<file path="src/rtl/systemizer_pkg.sv">
// Shared types and geometry helpers for the systemizer feeder.
package systemizer_pkg;

  typedef enum logic [1:0] {
    S_LOAD,
    S_LOADED,
    S_RUN,
    S_DRAIN
  } state_e;

  typedef enum logic [1:0] {
    STAT_NONE    = 2'b00,
    STAT_SUCCESS = 2'b01,
    STAT_FAIL    = 2'b10,
    STAT_TIMEOUT = 2'b11
  } status_e;

  function automatic int calc_wpr(input int k, input int block);
    return (k + block - 1) / block;
  endfunction

  function automatic int calc_depth(input int l, input int k, input int block);
    return l * calc_wpr(k, block);
  endfunction

  function automatic int calc_aw(input int l, input int k, input int block);
    int d;
    d = calc_depth(l, k, block);
    return (d > 1) ? $clog2(d) : 1;
  endfunction

endpackage

</file>
<file path="src/rtl/systemizer_feeder_if.sv">
// Bundle of load stream, systemizer ports, drain stream and status for the feeder.
interface systemizer_feeder_if #(
  parameter int BLOCK = 4,
  parameter int AW    = 5
);
  logic             in_valid;
  logic             in_ready;
  logic [BLOCK-1:0] in_data;
  logic             go;
  logic             sys_start;
  logic             sys_done;
  logic             sys_fail;
  logic             sys_success;
  logic             sys_rd_en;
  logic [AW-1:0]    sys_rd_addr;
  logic [BLOCK-1:0] sys_rd_data;
  logic             sys_wr_en;
  logic [AW-1:0]    sys_wr_addr;
  logic [BLOCK-1:0] sys_wr_data;
  logic             out_valid;
  logic             out_ready;
  logic [BLOCK-1:0] out_data;
  logic             busy;
  logic [1:0]       status;

  modport master (
    output in_valid, in_data, go, sys_done, sys_fail, sys_success,
           sys_rd_en, sys_rd_addr, sys_wr_en, sys_wr_addr, sys_wr_data, out_ready,
    input  in_ready, sys_start, sys_rd_data, out_valid, out_data, busy, status
  );

  modport slave (
    input  in_valid, in_data, go, sys_done, sys_fail, sys_success,
           sys_rd_en, sys_rd_addr, sys_wr_en, sys_wr_addr, sys_wr_data, out_ready,
    output in_ready, sys_start, sys_rd_data, out_valid, out_data, busy, status
  );
endinterface

</file>
<file path="src/rtl/systemizer_feeder_matrix_store.sv">
// DEPTH x BLOCK flop array: one write port, one registered read port,
// one combinational read port used for drain prefetch.
module matrix_store
  import systemizer_pkg::*;
#(
  parameter int DEPTH = 24,
  parameter int BLOCK = 4,
  parameter int AW    = 5
) (
  input  logic             clk,
  input  logic             rst,
  input  logic             wr_en,
  input  logic [AW-1:0]    wr_addr,
  input  logic [BLOCK-1:0] wr_data,
  input  logic             rd_en,
  input  logic [AW-1:0]    rd_addr,
  output logic [BLOCK-1:0] rd_data,
  input  logic [AW-1:0]    pf_addr,
  output logic [BLOCK-1:0] pf_data
);

  localparam logic [AW:0] DEPTH_W = (AW+1)'(DEPTH);

  logic [BLOCK-1:0] mem_q [DEPTH];
  logic [BLOCK-1:0] mem_d [DEPTH];
  logic [BLOCK-1:0] rd_data_q;
  logic [BLOCK-1:0] rd_data_d;

  logic wr_in_range;
  logic rd_in_range;
  logic pf_in_range;

  assign wr_in_range = {1'b0, wr_addr} < DEPTH_W;
  assign rd_in_range = {1'b0, rd_addr} < DEPTH_W;
  assign pf_in_range = {1'b0, pf_addr} < DEPTH_W;

  // Read samples mem_q, so a same-address write in the same cycle returns old data.
  always_comb begin
    mem_d     = mem_q;
    rd_data_d = rd_data_q;
    if (wr_en && wr_in_range) mem_d[wr_addr] = wr_data;
    if (rd_en) rd_data_d = rd_in_range ? mem_q[rd_addr] : '0;
  end

  always_ff @(posedge clk) begin
    mem_q <= mem_d;
  end

  always_ff @(posedge clk) begin
    if (rst) rd_data_q <= '0;
    else     rd_data_q <= rd_data_d;
  end

  assign rd_data = rd_data_q;
  assign pf_data = pf_in_range ? mem_q[pf_addr] : '0;

endmodule

</file>
<file path="src/rtl/systemizer_feeder.sv">
// Loads the matrix store, launches the systemizer, serves its memory ports
// during the run and drains the systematic matrix on success.
module systemizer_feeder
  import systemizer_pkg::*;
#(
  parameter int L       = 8,
  parameter int K       = 10,
  parameter int BLOCK   = 4,
  parameter int TIMEOUT = 4096
) (
  input logic           clk,
  input logic           rst,
  systemizer_feeder_if.slave bus
);

  localparam int WPR   = calc_wpr(K, BLOCK);
  localparam int DEPTH = calc_depth(L, K, BLOCK);
  localparam int AW    = calc_aw(L, K, BLOCK);
  localparam int TW    = $clog2(TIMEOUT) + 1;
  localparam int REM   = K % BLOCK;

  localparam logic [BLOCK-1:0] PAD_MASK     = (REM == 0) ? '1 : BLOCK'((1 << REM) - 1);
  localparam logic [AW-1:0]    LAST_ADDR    = AW'(DEPTH - 1);
  localparam logic [AW:0]      DEPTH_P      = (AW+1)'(DEPTH);
  localparam logic [TW-1:0]    TIMEOUT_LAST = TW'(TIMEOUT - 1);

  state_e           state_q, state_d;
  status_e          status_q, status_d;
  logic [AW-1:0]    wptr_q, wptr_d;
  logic [AW:0]      rptr_q, rptr_d;
  logic [TW-1:0]    tcnt_q, tcnt_d;
  logic             sys_start_q, sys_start_d;
  logic             out_valid_q, out_valid_d;
  logic [BLOCK-1:0] out_data_q, out_data_d;

  logic             mem_we;
  logic [AW-1:0]    mem_waddr;
  logic [BLOCK-1:0] mem_wdata;
  logic             mem_re;
  logic [BLOCK-1:0] pf_data;
  logic             last_col;
  logic             unused_fail;

  // Any done without success is a failure, so the fail flag carries no extra information.
  assign unused_fail = bus.sys_fail;
  assign last_col    = (int'(wptr_q) % WPR) == (WPR - 1);

  always_comb begin
    state_d     = state_q;
    status_d    = status_q;
    wptr_d      = wptr_q;
    rptr_d      = rptr_q;
    tcnt_d      = tcnt_q;
    sys_start_d = 1'b0;
    out_valid_d = out_valid_q;
    out_data_d  = out_data_q;
    mem_we      = 1'b0;
    mem_waddr   = wptr_q;
    mem_wdata   = bus.in_data;
    mem_re      = 1'b0;

    unique case (state_q)
      S_LOAD: begin
        if (bus.in_valid) begin
          mem_we    = 1'b1;
          mem_wdata = last_col ? (bus.in_data & PAD_MASK) : bus.in_data;
          if (wptr_q == LAST_ADDR) begin
            wptr_d  = '0;
            state_d = S_LOADED;
          end else begin
            wptr_d = wptr_q + 1'b1;
          end
        end
      end
      S_LOADED: begin
        if (bus.go) begin
          status_d    = STAT_NONE;
          sys_start_d = 1'b1;
          tcnt_d      = '0;
          rptr_d      = '0;
          state_d     = S_RUN;
        end
      end
      S_RUN: begin
        mem_we    = bus.sys_wr_en;
        mem_waddr = bus.sys_wr_addr;
        mem_wdata = bus.sys_wr_data;
        mem_re    = bus.sys_rd_en;
        tcnt_d    = tcnt_q + 1'b1;
        if (bus.sys_done) begin
          if (bus.sys_success) begin
            status_d = STAT_SUCCESS;
            state_d  = S_DRAIN;
          end else begin
            status_d = STAT_FAIL;
            state_d  = S_LOAD;
          end
        end else if (tcnt_q == TIMEOUT_LAST) begin
          status_d = STAT_TIMEOUT;
          state_d  = S_LOAD;
        end
      end
      S_DRAIN: begin
        // rptr is one wider than an address so it can mark "all words fetched".
        if (!out_valid_q || bus.out_ready) begin
          if (rptr_q == DEPTH_P) begin
            out_valid_d = 1'b0;
            rptr_d      = '0;
            wptr_d      = '0;
            state_d     = S_LOAD;
          end else begin
            out_valid_d = 1'b1;
            out_data_d  = pf_data;
            rptr_d      = rptr_q + 1'b1;
          end
        end
      end
      default: state_d = S_LOAD;
    endcase
  end

  always_ff @(posedge clk) begin
    if (rst) begin
      state_q     <= S_LOAD;
      status_q    <= STAT_NONE;
      wptr_q      <= '0;
      rptr_q      <= '0;
      tcnt_q      <= '0;
      sys_start_q <= 1'b0;
      out_valid_q <= 1'b0;
      out_data_q  <= '0;
    end else begin
      state_q     <= state_d;
      status_q    <= status_d;
      wptr_q      <= wptr_d;
      rptr_q      <= rptr_d;
      tcnt_q      <= tcnt_d;
      sys_start_q <= sys_start_d;
      out_valid_q <= out_valid_d;
      out_data_q  <= out_data_d;
    end
  end

  matrix_store #(
    .DEPTH (DEPTH),
    .BLOCK (BLOCK),
    .AW    (AW)
  ) u_store (
    .clk     (clk),
    .rst     (rst),
    .wr_en   (mem_we),
    .wr_addr (mem_waddr),
    .wr_data (mem_wdata),
    .rd_en   (mem_re),
    .rd_addr (bus.sys_rd_addr),
    .rd_data (bus.sys_rd_data),
    .pf_addr (rptr_q[AW-1:0]),
    .pf_data (pf_data)
  );

  assign bus.in_ready  = (state_q == S_LOAD);
  assign bus.sys_start = sys_start_q;
  assign bus.out_valid = out_valid_q;
  assign bus.out_data  = out_data_q;
  assign bus.busy      = (state_q == S_RUN) || (state_q == S_DRAIN);
  assign bus.status    = status_q;

endmodule

</file>
<file path="src/flat_wrapper.sv">
// flat-port wrapper written by rule: the top's interface ports become plain ports
module systemizer_feeder_flat import systemizer_pkg::*;
#(
  parameter int L       = 8,
  parameter int K       = 10,
  parameter int BLOCK   = 4,
  parameter int TIMEOUT = 4096
)
  (clk, rst, bus_in_valid, bus_in_data, bus_go, bus_sys_done, bus_sys_fail, bus_sys_success, bus_sys_rd_en, bus_sys_rd_addr, bus_sys_wr_en, bus_sys_wr_addr, bus_sys_wr_data, bus_out_ready, bus_in_ready, bus_sys_start, bus_sys_rd_data, bus_out_valid, bus_out_data, bus_busy, bus_status);
  systemizer_feeder_if #(.BLOCK(BLOCK), .AW(($clog2((L * ((K + BLOCK - 1) / BLOCK)))))) bus_i ();
  input logic clk;
  input logic rst;
  input wire logic [$bits(bus_i.in_valid)-1:0] bus_in_valid;
  input wire logic [$bits(bus_i.in_data)-1:0] bus_in_data;
  input wire logic [$bits(bus_i.go)-1:0] bus_go;
  input wire logic [$bits(bus_i.sys_done)-1:0] bus_sys_done;
  input wire logic [$bits(bus_i.sys_fail)-1:0] bus_sys_fail;
  input wire logic [$bits(bus_i.sys_success)-1:0] bus_sys_success;
  input wire logic [$bits(bus_i.sys_rd_en)-1:0] bus_sys_rd_en;
  input wire logic [$bits(bus_i.sys_rd_addr)-1:0] bus_sys_rd_addr;
  input wire logic [$bits(bus_i.sys_wr_en)-1:0] bus_sys_wr_en;
  input wire logic [$bits(bus_i.sys_wr_addr)-1:0] bus_sys_wr_addr;
  input wire logic [$bits(bus_i.sys_wr_data)-1:0] bus_sys_wr_data;
  input wire logic [$bits(bus_i.out_ready)-1:0] bus_out_ready;
  output wire logic [$bits(bus_i.in_ready)-1:0] bus_in_ready;
  output wire logic [$bits(bus_i.sys_start)-1:0] bus_sys_start;
  output wire logic [$bits(bus_i.sys_rd_data)-1:0] bus_sys_rd_data;
  output wire logic [$bits(bus_i.out_valid)-1:0] bus_out_valid;
  output wire logic [$bits(bus_i.out_data)-1:0] bus_out_data;
  output wire logic [$bits(bus_i.busy)-1:0] bus_busy;
  output wire logic [$bits(bus_i.status)-1:0] bus_status;
  assign bus_i.in_valid = bus_in_valid;
  assign bus_i.in_data = bus_in_data;
  assign bus_i.go = bus_go;
  assign bus_i.sys_done = bus_sys_done;
  assign bus_i.sys_fail = bus_sys_fail;
  assign bus_i.sys_success = bus_sys_success;
  assign bus_i.sys_rd_en = bus_sys_rd_en;
  assign bus_i.sys_rd_addr = bus_sys_rd_addr;
  assign bus_i.sys_wr_en = bus_sys_wr_en;
  assign bus_i.sys_wr_addr = bus_sys_wr_addr;
  assign bus_i.sys_wr_data = bus_sys_wr_data;
  assign bus_i.out_ready = bus_out_ready;
  assign bus_in_ready = bus_i.in_ready;
  assign bus_sys_start = bus_i.sys_start;
  assign bus_sys_rd_data = bus_i.sys_rd_data;
  assign bus_out_valid = bus_i.out_valid;
  assign bus_out_data = bus_i.out_data;
  assign bus_busy = bus_i.busy;
  assign bus_status = bus_i.status;
  systemizer_feeder #(.L(L), .K(K), .BLOCK(BLOCK), .TIMEOUT(TIMEOUT)) u_core (.clk(clk), .rst(rst), .bus(bus_i));
endmodule
</file>
<file path="config.mk">
export PLATFORM = sky130hd
export DESIGN_NAME = systemizer_feeder_flat
export DESIGN_NICKNAME = d
export VERILOG_FILES = /design/src/rtl/systemizer_pkg.sv /design/src/rtl/systemizer_feeder_if.sv /design/src/rtl/systemizer_feeder_matrix_store.sv /design/src/rtl/systemizer_feeder.sv /design/src/flat_wrapper.sv
export SDC_FILE = /design/constraint.sdc
export NUM_CORES = 1
export LEC_CHECK = 0
export BUFFER_PORTS_ARGS = -buffer_cell sky130_fd_sc_hd__buf_2
export CAP_MARGIN = 30
export CORE_ASPECT_RATIO = 1.4
export CORE_MARGIN = 4
export CORE_UTILIZATION = 50
export CTS_CLUSTER_DIAMETER = 50
export DETAILED_ROUTE_END_ITERATION = 7
export PLACE_DENSITY = 0.71
export SYNTH_ARGS = -nofsm -noshare
export SYNTH_HDL_FRONTEND = slang
export SYNTH_SLANG_ARGS = --single-unit
</file>
<file path="constraint.sdc">
create_clock -name clk -period 5.5 [get_ports clk]
set_input_delay 0.825 -clock clk [delete_from_list [all_inputs] [get_ports clk]]
set_output_delay 0.825 -clock clk [all_outputs]
set_load 0.03 [all_outputs]
</file>
==> results.tsv, run 1 <==
metric	value	unit
outcome	finished, final reports clean	
CTS tree	built	
hold path startpoint	u_core.bus.status[0]	
final worst clock skew	7.50	ps
Slew Viols, Final	0	
sequential area share after synthesis	0.505	
setup TNS	0	ps
syn nets	624	
non-filler cells in the finished layout	808	
cell mode on critical path	ha_1	
worst hold path class	reg2reg	
hpwl dp	12.1	mm
Root Buffer	clkbuf_16	
crit path DAT	5110	ps
io pins	42	
core area	0.0140	sq mm
routability-driven placement congestion ratio	0.885	
CTS Buf Count	17	
Worst Hold Path EP	u_core.bus.status[0]	
Initial Util	0.514	
final period utilization	0.889	
clk slew on worst S/H paths	60	ps
syn_area_per_cell	12.3	sq um
Iter 0 DRT Violations	411	
initial antenna violation count	0	
Routed WL	17.0	mm
TritonCTS Sinks	134	
ys flop type	edfxtp_1	
multi-input logic area	0.00333	sq mm
share of layout cells above drive strength 1	0.244	
worst r2r dst	u_core.u_store.mem_q[43]	
GRT Residual Overflow	0	
CP Launch Type	flip-flop	
Final ANT Viol Nets	0	
number of global-route vias before repair	5207	
number of synthesized register bits	134	
unrepaired setup endpoints after global routing	false	
hold buffers post-CTS	0	
Cell Area, Synth	0.00722	sq mm
DRC	0	
final-report hold violation count	0	
worst path required time	5720	ps
Fmax achieved	205	MHz
min Tclk post-route	4890	ps
Horiz. Die Dim	110	microns
Setup-failing EPs final	0	
wire per inst	21.0	microns
Syn. warnings	0	
max capacitance violation total	0	
H-tree level count	4	
global routing's busiest layer	met2	
vias per cell	6.16	
n_diodes	0	
row count	51	
PostCTS Resize Cnt	0	
Leak	2.74	nW
worst reg2reg path depth	17	
worst-path cell chain	nor2b_1, nand2_1, inv_1, ha_1, a2111oi_0, nand2b_1, ha_1, nor3_2, and3_1, xnor2_1, ha_1, nor2_1, nor4b_1, and2_1, o31ai_2, a21oi_1, buf_4	
worst r2r src	u_core.wptr_q[4]	
Slowest cell on crit path	ha_1	
postcts setup bufs	0	
die area	0.0165	sq mm
Fillers	1143	
FF+latch area	0.00364	sq mm
Tightest Pin Transition	956	ps
IO buf count	40	
Netlist cell types	65	
cells after synthesis	586	
clk_lat worst skew	410	ps
Area after DPL	0.00750	sq mm
total track usage	0.223	
design area	0.00811	sq mm
Via Count	4981	
met2 GRT Util	0.402	
Max FO, Critical Path	24	
worst hold stages	2	
met1 Use GR	0.266	
normalized max-slew margin	0.356	
Reg2Reg Setup Slack	610	ps
GR Util met3	0.0330	
# placed instances	775	
CP endpoint kind	flip-flop	
Post-synth EDFFs	96	
Worst Setup Path Type	reg2reg	
Die H	150	microns
Max rail drop VDD	0.000197	V
PD cells	286	mW/mm^2
largest net degree at the start of global routing	35	
Longest Clk Path Bufs	2	
first-pass GRT wire length	27.4	mm
drt first pass iters	5	
Synth async-reset ratio	0	
CP max stage delay	520	ps
most common cell after layout, fill and taps aside	edfxtp_1	
P&R area growth vs syn	12.4	%
Final #Nets	648	
most frequent cells in the layout	edfxtp_1 (96), nor2_1 (72), mux4_2 (56)	
[cells in the mapped netlist (2+ instances only)]
library cell / instances / area (sq um)
dfxtp_1: 38 / 761
a22oi_1: 2 / 15.0
o21ai_0: 18 / 90.1
nand3_1: 19 / 95.1
a2111oi_0: 2 / 17.5
nand2b_1: 6 / 37.5
nor3_1: 14 / 70.1
and3_1: 3 / 18.8
xnor2_1: 4 / 35.0
nand4_1: 8 / 50.1
a211o_1: 2 / 17.5
o31ai_1: 2 / 15.0
nor2_1: 72 / 270
buf_1: 4 / 15.0
edfxtp_1: 96 / 2880
xor2_1: 5 / 43.8
or2_2: 3 / 18.8
and2_1: 4 / 25.0
mux4_2: 56 / 1260
nor4_1: 3 / 18.8
buf_2: 8 / 40.0
mux2_2: 4 / 45.0
a211oi_1: 11 / 82.6
a221o_1: 2 / 20.0
a32oi_1: 3 / 26.3
inv_1: 11 / 41.3
ha_1: 10 / 125
o21ai_1: 2 / 10.0
clkbuf_1: 26 / 97.6
a21o_1: 3 / 22.5
or3_1: 4 / 25.0
nor3b_1: 3 / 22.5
nor2b_1: 5 / 31.3
nand3b_1: 4 / 30.0
buf_6: 4 / 45.0
a311oi_1: 5 / 43.8
nand2_1: 50 / 188
a21oi_1: 27 / 135
mux2i_1: 17 / 170
[worst max-delay path by stage]
stage | startpoint | endpoint | slack, ps
3_5_place_dp | u_core.wptr_q[4] | u_core.u_store.mem_q[78] | 800
5_1_grt | u_core.wptr_q[4] | u_core.u_store.mem_q[90] | 180
2_1_floorplan | u_core.wptr_q[2] | u_core.u_store.mem_q[10] | 1190
3_3_place_gp | u_core.wptr_q[4] | u_core.u_store.mem_q[79] | 940
6_report | u_core.wptr_q[4] | u_core.u_store.mem_q[43] | 610
4_1_cts | u_core.wptr_q[4] | u_core.u_store.mem_q[38] | 750
[logic make-up (layout without fill, tap and decap cells)]
kind of cell,Yosys count,after routing,share of synthesized area
and+or+nand+nor,204,204,0.132
DFF,134,134,0.505
AOI/OAI and AO/OA,98,98,0.0963
muxes,77,77,0.204
buffers and inverters,54,91,0.0341
adders and majority gates,10,10,0.0173
xor gates and xnor gates,9,9,0.0109
[report_power, final]
part           internal (mW)  switching (mW)  total (mW)
registers               1.09         0.00575        1.09
clock network          0.661           0.447        1.11
logic                 0.0489          0.0674       0.116
total                   1.80           0.521        2.32
[per-layer routing]
metal / part of all wire / routed length, microns / up-vias
met1: 0.38 / 6380 / 2469
li1: - / - / 2328
met2: 0.56 / 9430 / 162
met4: 0.022 / 382 / 0
met3: 0.046 / 785 / 22
met5: 0 / 0 / -
[worst max-delay path, delay by kind of cell (launching register included)]
| kind | cells | cell delay [ps] |
|---|---|---|
| AND/OR/NAND/NOR | 8 | 2120 |
| adder cells (fa/ha/maj) | 3 | 1040 |
| flip-flops | 1 | 470 |
| AO/OA/AOI/OAI | 3 | 460 |
| buffers and inverters | 2 | 440 |
| XOR/XNOR | 1 | 150 |
[sequential cells by signal (all words and copies together), names as in the netlist]
| signal | cells |
|---|---|
| u_core.bus.out_data | 4 |
| u_core.bus.out_valid | 1 |
| u_core.bus.status | 2 |
| u_core.bus.sys_start | 1 |
| u_core.rptr_q | 6 |
| u_core.state_q | 2 |
| u_core.tcnt_q | 13 |
| u_core.u_store.mem_q | 96 |
| u_core.u_store.rd_data | 4 |
| u_core.wptr_q | 5 |
[final cells by class]
cell class                 count  area share
clock buffer                  19      0.0560
clock inverter                13      0.0167
inverter                      11     0.00509
multi-input combinational    398       0.411
sequential                   134       0.449
tap                          185      0.0285
timing repair buffer          48      0.0336
[metrics by stage]
| stage | setup WS [ps] | util | hold WS, ps | power, mW |
|---|---|---|---|---|
| floorplan | 1190 | - | 448 | 1.19 |
| global placement | 941 | 0.535 | 439 | 1.23 |
| detailed placement | 802 | 0.535 | 451 | 1.23 |
| CTS | 746 | 0.577 | 466 | 2.33 |
| global route | 180 | 0.578 | 491 | 2.40 |
| finish | 610 | 0.578 | 460 | 2.32 |
No activity file was read; power rests on OpenSTA's default activity.
==> run 2: changes to the inputs <==
- CELL_PAD_IN_SITES_DETAIL_PLACEMENT: default -> 1
- CELL_PAD_IN_SITES_GLOBAL_PLACEMENT: default -> 2
- CORE_UTILIZATION: 50 -> 43
- PLACE_DENSITY: 0.71 -> 0.85
- REMOVE_ABC_BUFFERS: default -> 1
==> results.tsv, run 2 (synthesis gave the netlist of run 1 again) <==
metric	value	unit	change
outcome	finished, final reports clean		
GR Util met3	0.0350		+0.00199
switch share	0.213		-0.0118
most common cell after layout, fill and taps aside	edfxtp_1		
die area	0.0190	sq mm	+15%
final period utilization	0.865		-0.0241
Final #Nets	649		+0.15%
hpwl dp	13.8	mm	+14%
Fillers	1668		+46%
PostCTS Resize Cnt	0		unchanged
n_diodes	0		unchanged
Worst Setup Path Type	reg2reg		
TritonCTS Sinks	134		unchanged
unrepaired setup endpoints after global routing	false		
Logic pwr share	0.050		about the same
Via Count	5077		+1.9%
io pins	42		unchanged
Tightest Pin Transition	978	ps	+21.8 ps
PD cells	295	mW/mm^2	+3.2%
H-tree level count	4		unchanged
Die H	161	microns	+7.4%
normalized max-slew margin	0.346		-0.00936
clk slew on worst S/H paths	60	ps	about the same
CP Launch Type	flip-flop		
Reg2Reg Setup Slack	740	ps	+130 ps
sequential power share	0.455		-0.017
routability-driven placement congestion ratio	0.863		-2.6%
share of layout cells above drive strength 1	0.240		-0.00360
first-pass GRT wire length	31.7	mm	+15%
GRT Residual Overflow	0		unchanged
row count	55		+7.8%
vias per cell	6.17		about the same
sw power	0.512	mW	-1.7%
crit path DAT	4890	ps	-220 ps
setup TNS	0	ps	unchanged
global routing's busiest layer	met2		
min Tclk post-route	4760	ps	-133 ps
Final ANT Viol Nets	0		unchanged
P&R area growth vs syn	13.0	%	
Max FO, Critical Path	24		unchanged
worst hold stages	2		unchanged
Fmax achieved	210	MHz	+2.8%
Iter 0 DRT Violations	269		-35%
worst hold path class	reg2reg		
met1 Use GR	0.245		-0.0211
Worst Hold Path EP	u_core.bus.status[0]		
DRC	0		unchanged
Longest Clk Path Bufs	2		unchanged
final-report hold violation count	0		unchanged
Routed WL	19.9	mm	+17%
clk_lat worst skew	420	ps	about the same
worst r2r dst	u_core.u_store.mem_q[86]		
Slew Viols, Final	0		unchanged
total power	2.41	mW	+3.8%
number of global-route vias before repair	5592		+7.4%
CTS tree	built		
initial antenna violation count	0		unchanged
CTS Buf Count	17		unchanged
Initial Util	0.443		-0.0716
Largest register FFs	96		unchanged
total track usage	0.216		-0.00701
hold path startpoint	u_core.bus.status[0]		
worst r2r src	u_core.wptr_q[4]		
P_int	1.90	mW	+5.4%
Largest regs	u_core.u_store.mem_q: 96 flops, u_core.tcnt_q: 13 flops, u_core.rptr_q: 6 flops		
postcts setup bufs	0		unchanged
IO buf count	40		unchanged
max capacitance violation total	0		unchanged
Leak	2.75	nW	+0.59%
largest net degree at the start of global routing	35		unchanged
hold buffers post-CTS	0		unchanged
worst reg2reg path depth	16		-1
most frequent cells in the layout	edfxtp_1 (96), nor2_1 (72), mux4_2 (56)		
Root Buffer	clkbuf_16		
met2 GRT Util	0.406		+0.00416
Horiz. Die Dim	118	microns	+7.3%
core area	0.0163	sq mm	+16%
wire per inst	24.1	microns	+15%
final worst clock skew	8.52	ps	+1.02 ps
clock group share of total power	0.495		+0.017
Setup-failing EPs final	0		unchanged
Max rail drop VDD	0.000183	V	-7.4%
worst path required time	5630	ps	-90 ps
Top reg by flops	u_core.u_store.mem_q		
drt first pass iters	4		-1
CP endpoint kind	flip-flop		
==> run 2: cell count changes in the layout (fill, tap and decap cells not counted), sizes merged <==
| cell | change |
|---|---|
| bufinv | +3 |
| buf | +1 |
| inv | -5 |
| clkinvlp | -1 |
| clkinv | +3 |
==> run 2: how the worst max path moves through the flow <==
stage          slack [ps]  cells past startpoint                  endpoint              from
5_1_grt               310                     17  u_core.u_store.mem_q[19]  u_core.wptr_q[4]
4_1_cts               790                     17  u_core.u_store.mem_q[19]  u_core.wptr_q[4]
3_3_place_gp          960                     17  u_core.u_store.mem_q[31]  u_core.wptr_q[4]
6_report              740                     16  u_core.u_store.mem_q[86]  u_core.wptr_q[4]
3_5_place_dp          830                     17   u_core.u_store.mem_q[7]  u_core.wptr_q[4]
2_1_floorplan         860                     15  u_core.u_store.mem_q[10]  u_core.wptr_q[4]
==> run 2: through the flow <==
stage                     utilization  cell area, sq um  setup slack (ps)  std cells  hold slack (ps)
after CTS                       0.499              8140               793        822              477
after global routing            0.500              8160               307        823              483
after floorplan                     -              7020               862        543              443
after global placement          0.461              7520               958        789              439
after detailed placement        0.462              7530               825        790              469
final                           0.500              8160               743        823              475
==> run 2: power by group through the flow <==
stage / clock, mW / sequential (mW) / combinational [mW]
after floorplan: 0 / 1.11 / 0.0651
after global placement: 0 / 1.12 / 0.116
after detailed placement: 0 / 1.12 / 0.120
after CTS: 1.21 / 1.10 / 0.121
after global routing: 1.27 / 1.10 / 0.132
final: 1.19 / 1.10 / 0.120
==> run 2: final cells by class <==
| type | count | area, sq um | area share |
|---|---|---|---|
| Clock inverter | 13 | 180 | 0.0221 |
| Clock buffer | 19 | 433 | 0.0531 |
| Sequential cell | 134 | 3640 | 0.447 |
| Tap cell | 199 | 249 | 0.0305 |
| Multi-Input combinational cell | 398 | 3330 | 0.409 |
| Inverter | 11 | 41.3 | 0.00506 |
| Timing Repair Buffer | 49 | 278 | 0.0340 |
==> run 2: metal layers <==
layer  up-vias  part of all wire  wire (microns)
met5         -                 0               0
met1      2592              0.38            7520
met4         0             0.030             605
met2       132              0.56           11100
met3        38             0.035             692
li1       2315                 -               -
==> run 2: critical path: stages, from the launching register on <==
cell	delay (ps)
dfxtp_1	470
nor2b_1	350
nand2_1	130
inv_1	140
ha_1	560
a2111oi_0	170
nand2b_1	200
ha_1	240
nor3_2	320
and3_1	340
xnor2_1	140
ha_1	290
o41ai_2	370
a32oi_1	120
o31ai_2	290
a21oi_1	100
buf_4	230
==> run 3: changes to the inputs <==
- REMOVE_ABC_BUFFERS: 1 -> default
==> results.tsv, run 3 (synthesis gave the netlist of run 1 again) <==
metric	value	unit	change
outcome	finished, final reports clean		
sw power	0.515	mW	+0.67%
core area	0.0163	sq mm	unchanged
Largest register FFs	96		unchanged
Horiz. Die Dim	118	microns	unchanged
Initial Util	0.443		unchanged
DRC	0		unchanged
total track usage	0.218		+0.00175
H-tree level count	4		unchanged
P_int	1.90	mW	+0.42%
Final #Nets	649		unchanged
unrepaired setup endpoints after global routing	false		
io pins	42		unchanged
worst reg2reg path depth	17		+1
Top reg by flops	u_core.u_store.mem_q		
hpwl dp	13.7	mm	-0.97%
GRT Residual Overflow	0		unchanged
final worst clock skew	12.0	ps	+3.46 ps
normalized max-slew margin	0.351		+0.00471
hold buffers post-CTS	0		unchanged
switch share	0.213		+0.000418
clk_lat worst skew	430	ps	about the same
min Tclk post-route	4910	ps	+157 ps
share of layout cells above drive strength 1	0.245		+0.00481
sequential power share	0.453		-0.002
total power	2.42	mW	+0.47%
worst hold path class	reg2reg		
number of global-route vias before repair	5543		-0.88%
most common cell after layout, fill and taps aside	edfxtp_1		
CTS tree	built		
Fmax achieved	203	MHz	-3.2%
clk slew on worst S/H paths	60	ps	about the same
n_diodes	0		unchanged
CP endpoint kind	flip-flop		
clock group share of total power	0.496		about the same
Reg2Reg Setup Slack	590	ps	-160 ps
Setup-failing EPs final	0		unchanged
worst r2r dst	u_core.u_store.mem_q[38]		
Via Count	5121		+0.87%
PD cells	296	mW/mm^2	+0.36%
Slew Viols, Final	0		unchanged
crit path DAT	5130	ps	+240 ps
Worst Hold Path EP	u_core.bus.status[0]		
routability-driven placement congestion ratio	0.849		-1.6%
Root Buffer	clkbuf_16		
hold path startpoint	u_core.bus.status[0]		
FF+latch area	0.00364	sq mm	unchanged
Tightest Pin Transition	973	ps	-4.69 ps
Slowest cell on crit path	ha_1		
setup TNS	0	ps	unchanged
max capacitance violation total	0		unchanged
P&R area growth vs syn	13.1	%	
Worst Setup Path Type	reg2reg		
CP Launch Type	flip-flop		
postcts setup bufs	0		unchanged
Max rail drop VDD	0.000150	V	-18%
final period utilization	0.894		+0.0286
worst-path cell chain	nor2b_1, nand2_1, inv_1, ha_1, a2111oi_0, nand2b_1, ha_1, nor3_2, and3_1, xnor2_1, ha_1, nor2_1, nor4b_1, and2_1, o31ai_2, a21oi_1, buf_4		
PostCTS Resize Cnt	0		unchanged
Leak	2.76	nW	about the same
final-report hold violation count	0		unchanged
row count	55		unchanged
die area	0.0190	sq mm	unchanged
worst path required time	5720	ps	+90 ps
worst r2r src	u_core.wptr_q[4]		
TritonCTS Sinks	134		unchanged
CP max stage delay	540	ps	-20 ps
Iter 0 DRT Violations	225		-16%
Logic pwr share	0.051		about the same
Fillers	1679		+0.66%
Die H	161	microns	unchanged
Routed WL	19.9	mm	+0.12%
wire per inst	24.2	microns	+0.12%
Max FO, Critical Path	24		unchanged
Final ANT Viol Nets	0		unchanged
initial antenna violation count	0		unchanged
cell mode on critical path	ha_1		
first-pass GRT wire length	31.9	mm	+0.61%
Longest Clk Path Bufs	2		unchanged
CTS Buf Count	17		unchanged
most frequent cells in the layout	edfxtp_1 (96), nor2_1 (72), mux4_2 (56)		
largest net degree at the start of global routing	35		unchanged
vias per cell	6.22		+0.87%
multi-input logic area	0.00333	sq mm	unchanged
IO buf count	40		unchanged
drt first pass iters	4		unchanged
worst hold stages	2		unchanged
Largest regs	u_core.u_store.mem_q: 96 flops, u_core.tcnt_q: 13 flops, u_core.rptr_q: 6 flops		
## run 3: worst max-delay path by stage
stage,startpoint,endpoint,slack (ps)
4_1_cts,u_core.wptr_q[4],u_core.u_store.mem_q[38],620
5_1_grt,u_core.wptr_q[4],u_core.u_store.mem_q[42],90
6_report,u_core.wptr_q[4],u_core.u_store.mem_q[38],590
2_1_floorplan,u_core.wptr_q[2],u_core.u_store.mem_q[10],1190
3_5_place_dp,u_core.wptr_q[4],u_core.u_store.mem_q[22],680
3_3_place_gp,u_core.wptr_q[4],u_core.u_store.mem_q[38],890
## run 3: power by group through the flow
| stage | registers, mW | clock network, mW | logic (mW) |
|---|---|---|---|
| floorplan | 1.11 | 0 | 0.0811 |
| global placement | 1.12 | 0 | 0.117 |
| detailed placement | 1.12 | 0 | 0.121 |
| CTS | 1.10 | 1.22 | 0.124 |
| global route | 1.10 | 1.27 | 0.133 |
| finish | 1.10 | 1.20 | 0.123 |
## run 3: final cells by class
class	count	share of cell area
clock buffer	18	0.0538
clock inverter	14	0.0224
inverter	11	0.00505
multi-input combinational	398	0.408
sequential	134	0.446
tap	199	0.0305
timing repair buffer	49	0.0340
## run 3: routing by layer
| layer | GRT usage | part of all wire | up-vias | routed length, microns |
|---|---|---|---|---|
| li1 | - | - | 2314 | - |
| met1 | 0.249 | 0.38 | 2597 | 7570 |
| met2 | 0.400 | 0.54 | 171 | 10800 |
| met3 | 0.0368 | 0.041 | 39 | 814 |
| met4 | 0.0992 | 0.034 | 0 | 683 |
| met5 | 0 | 0 | - | 0 |
## run 3: per-stage QoR
step,setup WS (ps),util,std cells,hold slack [ps],instance area (sq um)
3_5_place_dp,676,0.461,789,470,7520
2_1_floorplan,1190,-,586,448,7220
6_report,586,0.501,823,477,8170
3_3_place_gp,894,0.461,789,440,7520
5_1_grt,93.9,0.501,823,494,8170
4_1_cts,618,0.499,821,480,8140
## run 3: critical path: cells and delay by family, from the launching register on
kind | cells | cell delay (ps)
fa+ha+maj | 3 | 1070
xor+xnor | 1 | 140
simple gates | 8 | 2180
compound gates | 3 | 420
buf+inv | 2 | 420
flops | 1 | 470
